File: config.mk
export PLATFORM = sky130hd
export DESIGN_NAME = ktc32_controller
export DESIGN_NICKNAME = d
export VERILOG_FILES = /design/src/rtl/ktc32_controller.sv
export SDC_FILE = /design/constraint.sdc
export NUM_CORES = 1
export LEC_CHECK = 0
export CORE_AREA = 5 5 52 54
export DETAILED_ROUTE_END_ITERATION = 16
export DIE_AREA = 0 0 57 59
export MAX_ROUTING_LAYER = met4
export PLACE_DENSITY = 0.72
export REMOVE_ABC_BUFFERS = 1
export SYNTH_ARGS = -nofsm -noshare
export SYNTH_HDL_FRONTEND = slang
export SYNTH_SLANG_ARGS = --single-unit
File: constraint.sdc
create_clock -name clk -period 1.3 [get_ports clk]
set_clock_uncertainty 0.1 [all_clocks]
set_input_delay 0.26 -clock clk [delete_from_list [all_inputs] [get_ports clk]]
set_output_delay 0.26 -clock clk [all_outputs]
set_load 0.02 [all_outputs]
File: src/rtl/ktc32_controller.sv
`default_nettype none
// ============================================================================
//  Module   : ktc32_controller
//  Purpose  : Multicycle control FSM for the KTC32 datapath. All outputs are
//             combinational from state, instr, zero and mem_ready.
//  Option   : KTC32_CTRL_TRAP_EN - illegal opcodes trap into HALT
//             (otherwise they execute as NOP and halted is tied low).
//  Revision : 1.0 - initial release
// ============================================================================
module ktc32_controller (
  input  logic        clk,
  input  logic        reset,       // asynchronous, active-low
  input  logic [31:0] instr,
  input  logic        zero,
  input  logic        mem_ready,
  output logic        mem_req,
  output logic        memwrite,
  output logic        pcen,
  output logic        iord,
  output logic        irwrite,
  output logic        memtoreg,
  output logic        regwrite,
  output logic        alusrca,
  output logic        pcsrc,
  output logic [1:0]  alusrcb,
  output logic [2:0]  alucontrol,
  output logic [3:0]  state,
  output logic        halted
);

  typedef enum logic [3:0] {
    S_FETCH  = 4'd0,
    S_DECODE = 4'd1,
    S_EXEC_R = 4'd2,
    S_EXEC_I = 4'd3,
    S_ALUWB  = 4'd4,
    S_MEMADR = 4'd5,
    S_MEMRD  = 4'd6,
    S_MEMWB  = 4'd7,
    S_MEMWR  = 4'd8,
    S_BRANCH = 4'd9,
`ifdef KTC32_CTRL_TRAP_EN
    S_JUMP   = 4'd10,
    S_HALT   = 4'd11
`else
    S_JUMP   = 4'd10
`endif
  } state_t;

  localparam logic [5:0] OP_LW  = 6'h21;
  localparam logic [5:0] OP_SW  = 6'h23;
  localparam logic [5:0] OP_BEQ = 6'h25;
  localparam logic [5:0] OP_BNE = 6'h27;
  localparam logic [5:0] OP_JMP = 6'h29;

  localparam logic [2:0] ALU_ADD = 3'b000;
  localparam logic [2:0] ALU_SUB = 3'b001;

  state_t r_state;
  state_t w_next_state;

  logic [5:0] w_op;
  logic       w_is_r;
  logic       w_is_i;
  logic       w_is_mem;
  logic       w_is_br;

  // Immediate field is consumed by the datapath, not by control.
  logic unused_imm;
  assign unused_imm = ^instr[31:6];

  assign w_op     = instr[5:0];
  assign w_is_r   = (w_op[5:4] == 2'b00) && !w_op[0];
  assign w_is_i   = (w_op[5:4] == 2'b01) &&  w_op[0];
  assign w_is_mem = (w_op == OP_LW) || (w_op == OP_SW);
  assign w_is_br  = (w_op == OP_BEQ) || (w_op == OP_BNE);

  assign state = r_state;

`ifdef KTC32_CTRL_TRAP_EN
  assign halted = reset && (r_state == S_HALT);
`else
  assign halted = 1'b0;
`endif

  // State register; reset forces FETCH without waiting for a clock edge.
  always_ff @(posedge clk or negedge reset) begin
    if (!reset) begin
      r_state <= S_FETCH;
    end else begin
      r_state <= w_next_state;
    end
  end

  // Next-state selection and per-state datapath controls.
  always_comb begin
    w_next_state = r_state;
    mem_req      = 1'b0;
    memwrite     = 1'b0;
    pcen         = 1'b0;
    iord         = 1'b0;
    irwrite      = 1'b0;
    memtoreg     = 1'b0;
    regwrite     = 1'b0;
    alusrca      = 1'b0;
    pcsrc        = 1'b0;
    alusrcb      = 2'b00;
    alucontrol   = ALU_ADD;

    case (r_state)
      S_FETCH: begin
        mem_req = 1'b1;
        alusrcb = 2'b01;
        // PC increment and IR load happen only on the edge that
        // completes the instruction read.
        pcen    = mem_ready;
        irwrite = mem_ready;
        if (mem_ready) begin
          w_next_state = S_DECODE;
        end
      end

      S_DECODE: begin
        // Precompute branch/jump target while the opcode is decoded.
        alusrcb = 2'b11;
        if (w_is_r) begin
          w_next_state = S_EXEC_R;
        end else if (w_is_i) begin
          w_next_state = S_EXEC_I;
        end else if (w_is_mem) begin
          w_next_state = S_MEMADR;
        end else if (w_is_br) begin
          w_next_state = S_BRANCH;
        end else if (w_op == OP_JMP) begin
          w_next_state = S_JUMP;
        end else begin
`ifdef KTC32_CTRL_TRAP_EN
          w_next_state = S_HALT;
`else
          w_next_state = S_FETCH;
`endif
        end
      end

      S_EXEC_R: begin
        alusrca      = 1'b1;
        alucontrol   = instr[3:1];
        w_next_state = S_ALUWB;
      end

      S_EXEC_I: begin
        alusrca      = 1'b1;
        alusrcb      = 2'b11;
        alucontrol   = instr[3:1];
        w_next_state = S_ALUWB;
      end

      S_ALUWB: begin
        regwrite     = 1'b1;
        w_next_state = S_FETCH;
      end

      S_MEMADR: begin
        alusrca      = 1'b1;
        alusrcb      = 2'b11;
        w_next_state = (w_op == OP_LW) ? S_MEMRD : S_MEMWR;
      end

      S_MEMRD: begin
        iord    = 1'b1;
        mem_req = 1'b1;
        if (mem_ready) begin
          w_next_state = S_MEMWB;
        end
      end

      S_MEMWB: begin
        memtoreg     = 1'b1;
        regwrite     = 1'b1;
        w_next_state = S_FETCH;
      end

      S_MEMWR: begin
        iord     = 1'b1;
        mem_req  = 1'b1;
        memwrite = 1'b1;
        if (mem_ready) begin
          w_next_state = S_FETCH;
        end
      end

      S_BRANCH: begin
        alusrca      = 1'b1;
        alucontrol   = ALU_SUB;
        pcsrc        = 1'b1;
        pcen         = (w_op == OP_BNE) ? ~zero : zero;
        w_next_state = S_FETCH;
      end

      S_JUMP: begin
        pcsrc        = 1'b1;
        pcen         = 1'b1;
        w_next_state = S_FETCH;
      end

`ifdef KTC32_CTRL_TRAP_EN
      S_HALT: begin
        w_next_state = S_HALT;
      end
`endif

      default: begin
        w_next_state = S_FETCH;
      end
    endcase

    // Reset must silence every enable immediately, including a bus
    // access that is in flight.
    if (!reset) begin
      mem_req  = 1'b0;
      memwrite = 1'b0;
      pcen     = 1'b0;
      irwrite  = 1'b0;
      regwrite = 1'b0;
    end
  end

endmodule
`default_nettype wire

# Word-level counts from Yosys, hierarchy flattened
# Index checks and enable logic that the tools add are counted.
dict set report word_totals {
  register_bits 4
  in_bits 36
  output_inout_bits 19
  elab_cells 63
}
dict set report classes {
  eq_ne 19
  mux 27
  bitwise_logic 1
  reduce_logical 15
}
# op n
set op_table {}
lappend op_table {{4-bit 2-to-1 mux} 9}
lappend op_table {{6-bit equality test, second input constant} 5}
lappend op_table {{4-bit case mux with 6 select lines} 1}
lappend op_table {{4-bit by 3-bit equality test with 1-bit output, second input constant} 4}
lappend op_table {{1-bit 2-to-1 mux} 14}
lappend op_table {{4-bit equality test, second input constant} 3}
lappend op_table {{4-bit by 2-bit equality test with 1-bit output, second input constant} 2}
lappend op_table {{2-bit OR reduction} 4}
lappend op_table {{2-bit != test, second input constant} 3}
lappend op_table {{3-bit case mux with 2 select lines} 1}
lappend op_table {{3-bit OR reduction} 2}
lappend op_table {{4-bit by 1-bit equality test with 1-bit output, second input constant} 1}
lappend op_table {{4-bit zero test} 1}
lappend op_table {{2-bit case mux with 2 select lines} 1}
lappend op_table {{4-bit OR reduction} 1}
lappend op_table {{1-bit case mux with 3 select lines} 1}
lappend op_table {{3-bit AND reduction} 1}
lappend op_table {{2-bit by 1-bit equality test with 1-bit output, second input constant} 1}
lappend op_table {{1-bit logical AND} 2}
lappend op_table {{2-bit zero test} 1}
lappend op_table {{1-bit logical OR} 2}
lappend op_table {{1-bit zero test} 1}
lappend op_table {{1-bit NOT} 1}

# Longest topological paths before layout
dict set report depth {
  depth_word 7
  ltp_mapped 5
}

# Worst setup path after synthesis
# No wires, ideal clock.
dict set report synth_timing {
  path_type {reg2out}
  startpoint {register r_state[0] (netlist: state[0])}
  endpoint {output port pcen}
  arrival_ns 1.640
  t_required_ns 0.940
  path_slack_ns -0.700
  stages_incl_launch_ff 6
  path_buffers 1
  cell_sequence {dfrtp_1 -> buf_2 -> nand2b_1 -> a21oi_1 -> a31oi_1 -> a311oi_1}
}
dict set report synth_via {
  elab_chain_cells 3
  word_cells_on_any_way 5
}
# item line
set synth_lines {}
lappend synth_lines {{from (decl)} 59} ;# state_t r_state;
lappend synth_lines {{from (signal assigned)} 91} ;# r_state <= w_next_state;
lappend synth_lines {{4-bit equality test or 4-bit zero test (tied branches)} 110} ;# case (r_state)
lappend synth_lines {{1-bit case mux with 3 select lines *} 110}
lappend synth_lines {{1-bit 2-to-1 mux *} 219} ;# if (!reset) begin
lappend synth_lines {{to (decl)} 18} ;# output logic pcen,
# Every way passes the cells marked *; elsewhere a longest branch is shown, timed or not.

# Final worst setup path
# Same ends and word-level chain as after synthesis.

==> impl_metrics.csv <==
group,metric,value,unit
drt,wl_met1,989,um
logic_synthesis,synth_mux_area_share,6.39,%
global_routing,antenna_found_initial,0,
critical_path,worstSetupPathType,"reg -> out",
clock_tree,cts.clk_slew.worst_paths,0.04,ns
place,gp_congestion,0.896,
outcome,status,"finished, violations left",
drt,wl_met3,132,um
power_and_ir_drop,total_power,1.88,mW
timing,timing.hold.ws,0.364,ns
die,initial_utilization,23.5,%
place,dp_hpwl,1580,um
cells_and_area,drive_gt1_share,61.9,%
cells_and_area,final.fill_count,202,
timing,rsz0062_at_grt,"true",
clock_tree,insertion_delay,0.23,ns
timing,fin_crit_sh,141,%
timing,final-max-slew-violation-count,0,
critical_path,cp_max_fo,4,
drt,ant_nets,0,
clock_tree,cts.sinks,4,
clock_tree,cts_buffers,3,
logic_synthesis,synth_cell_types,30,
logic_synthesis,yosys.area.top_type,"dfrtp_1",
place,port_buffers,27,
timing,period_minus_slack,1.83,ns
drt,highest_layer,"met3",
timing,setup_violations,22,
logic_synthesis,ys_seq_elements,4,
critical_path,start_kind,"register",
outcome,violations,"setup timing",
critical_path,critPathArrivalTime,1.47,ns
drt,drt-initial-drc-count,16,
logic_synthesis,synthTopCellsByArea,"dfrtp_1, nor2_1, nand2b_1",
clock_tree,htree_levels,1,
drt,drt_wl_total,2450,um
drt,vias,794,
drt,via_per_inst,4.90,
cells_and_area,area_delta_synth_final,142,%
power_and_ir_drop,leakage,0.564,nW
cells_and_area,nNetsFinal,172,
power_and_ir_drop,irDropWorstVdd,0.682,mV
cells_and_area,largest_register_ffs,4,
min_path,holdCritPathClass,"in -> async",
drt,drt_pass1_iterations,4,
global_routing,grt_max_degree,8,
die,die_x,57,um
drt,drc,0,
logic_synthesis,synth_top_area_share,19.7,%
timing,final_hold_viol_count,0,
logic_synthesis,synthFlopType,"dfrtp_1",
global_routing,grt_pass1_wl,3700,um
timing,max_freq,546,MHz
clock_tree,cts_tree,"done",
power_and_ir_drop,powerDensity,1530,nW/um^2
logic_synthesis,ys_warn_count,0,
logic_synthesis,ys_seq_area_share,19.7,%
drt,avgRoutedWirePerCell,15.1,um
logic_synthesis,synth-simple-area-share,38.8,%
logic_synthesis,synth-compound-area-share,22.6,%
die,io_pins,55,
logic_synthesis,async_flop_share,100,%
cells_and_area,utilization,56.8,%
logic_synthesis,synth_top_family_by_area,"simple AND/OR/NAND/NOR gates",
global_routing,gr-total-overflow,0,
clock_tree,cts_hold_buf,0,
die,dieArea,3360,um^2
logic_synthesis,netlist_instances,73,
critical_path,crit_required,0.94,ns
cells_and_area,num_antenna_cells,0,
global_routing,grt_use_total,14.3,%
die,num_rows,17,
job,maxCapViolCount,0,
clock_tree,root_buffer,"clkbuf_4",
logic_synthesis,synth_edf_count,0,
clock_tree,cts_buffer_depth,2,
die,die_h,59,um
logic_synthesis,netlist_area,509,um^2
logic_synthesis,synth-xor-area-share,5.16,%
logic_synthesis,yosys.area_share.adder,0,%
die,core,2170,um^2
critical_path,end_kind,"primary output",
global_routing,grt_pass1_vias,830,
timing,fin_ws,-0.530,ns
drt,met2_length,1330,um
logic_synthesis,avgSynthCellArea,6.98,um^2
## report_power, final
part           switching, mW  internal (mW)  total, mW
logic                  0.722          0.773       1.49
registers             0.0767          0.163      0.240
clock network         0.0469          0.103      0.150
total                  0.845           1.04       1.88
## final cells by class
cell class | instances | area (um^2) | share of cell area (%)
Tap cell | 28 | 35.0 | 2.84
Timing Repair Buffer | 63 | 562 | 45.6
Inverter | 2 | 7.51 | 0.609
Multi-Input combinational cell | 62 | 500 | 40.6
Sequential cell | 4 | 105 | 8.53
Clock buffer | 3 | 22.5 | 1.83
## through the flow
step	area [um^2]	setup WS [ns]	setup TNS [ns]	cells
6_report	1230	-0.530	-6.95	162
5_1_grt	1230	-0.631	-7.97	162
4_1_cts	1170	-0.530	-6.28	160
3_5_place_dp	1010	-1.19	-12.31	153
3_3_place_gp	1010	-1.18	-12.05	153
2_1_floorplan	483	-0.691	-4.62	68
## cells in the mapped netlist, types with 3 or more instances
master and instances:
nand2_1 5, o21ai_1 3, and3_1 3, a21oi_1 6, nor2_1 11, nand3_1 5
buf_2 3, dfrtp_1 4, nand2b_1 6
## kinds of logic after synthesis
family / Yosys count
multiplexers: 3
flip-flops: 4
AO/OA/AOI/OAI: 18
buffers and inverters: 7
AND/OR/NAND/NOR: 37
other: 1
XOR/XNOR: 3
## path summary, 6_finish.rpt
| path | startpoint | end | slack, ns | cells past startpoint |
|---|---|---|---|---|
| worst max-delay path | state[0] | pcen | -0.53 | 5 |
| worst min-delay path | reset | state[0] | 0.36 | 2 |
| worst max register to register | state[1] | state[0] | -0.21 | 7 |
| worst min register to register | state[3] | state[0] | 0.53 | 2 |
| max in group asynchronous | reset | state[2] | 0.62 | 2 |
| min in group clk | instr[0] | state[0] | 0.45 | 4 |
## layout by cell type (no fill, tap or decap), types with 3 or more instances in the layout
cell type,n
nand2_1,5
dfrtp_2,4
buf_4,28
clkbuf_4,3
nor2_1,6
nor2_4,4
buf_6,22
nand2b_1,4
clkdlybuf4s50_1,3
nand3_1,4
dlygate4sd2_1,5
a21oi_2,3
buf_2,4
o21ai_1,3
## metal layers
layer	vias to the layer above	track usage, %
met1	383	15.0
met3	0	2.40
met2	23	26.8
li1	388	-
met4	0	5.30
met5	-	-
## worst max-delay path, stage by stage, from the launching register on
cell and delay (ns):
dfrtp_2 0.44, buf_6 0.14, nor2_2 0.11, a31oi_1 0.11
a311oi_1 0.22, buf_2 0.21
## repair_timing
action | 4_1_cts | 5_1_grt
setup buffers | 4 | 3
endpoints found under the setup margin | 22 | 22
resized for setup | 136 | 13
endpoints found under the hold margin | 0 | 0
pin swaps | 13 | 12
Power figures use the tool's default switching activity.
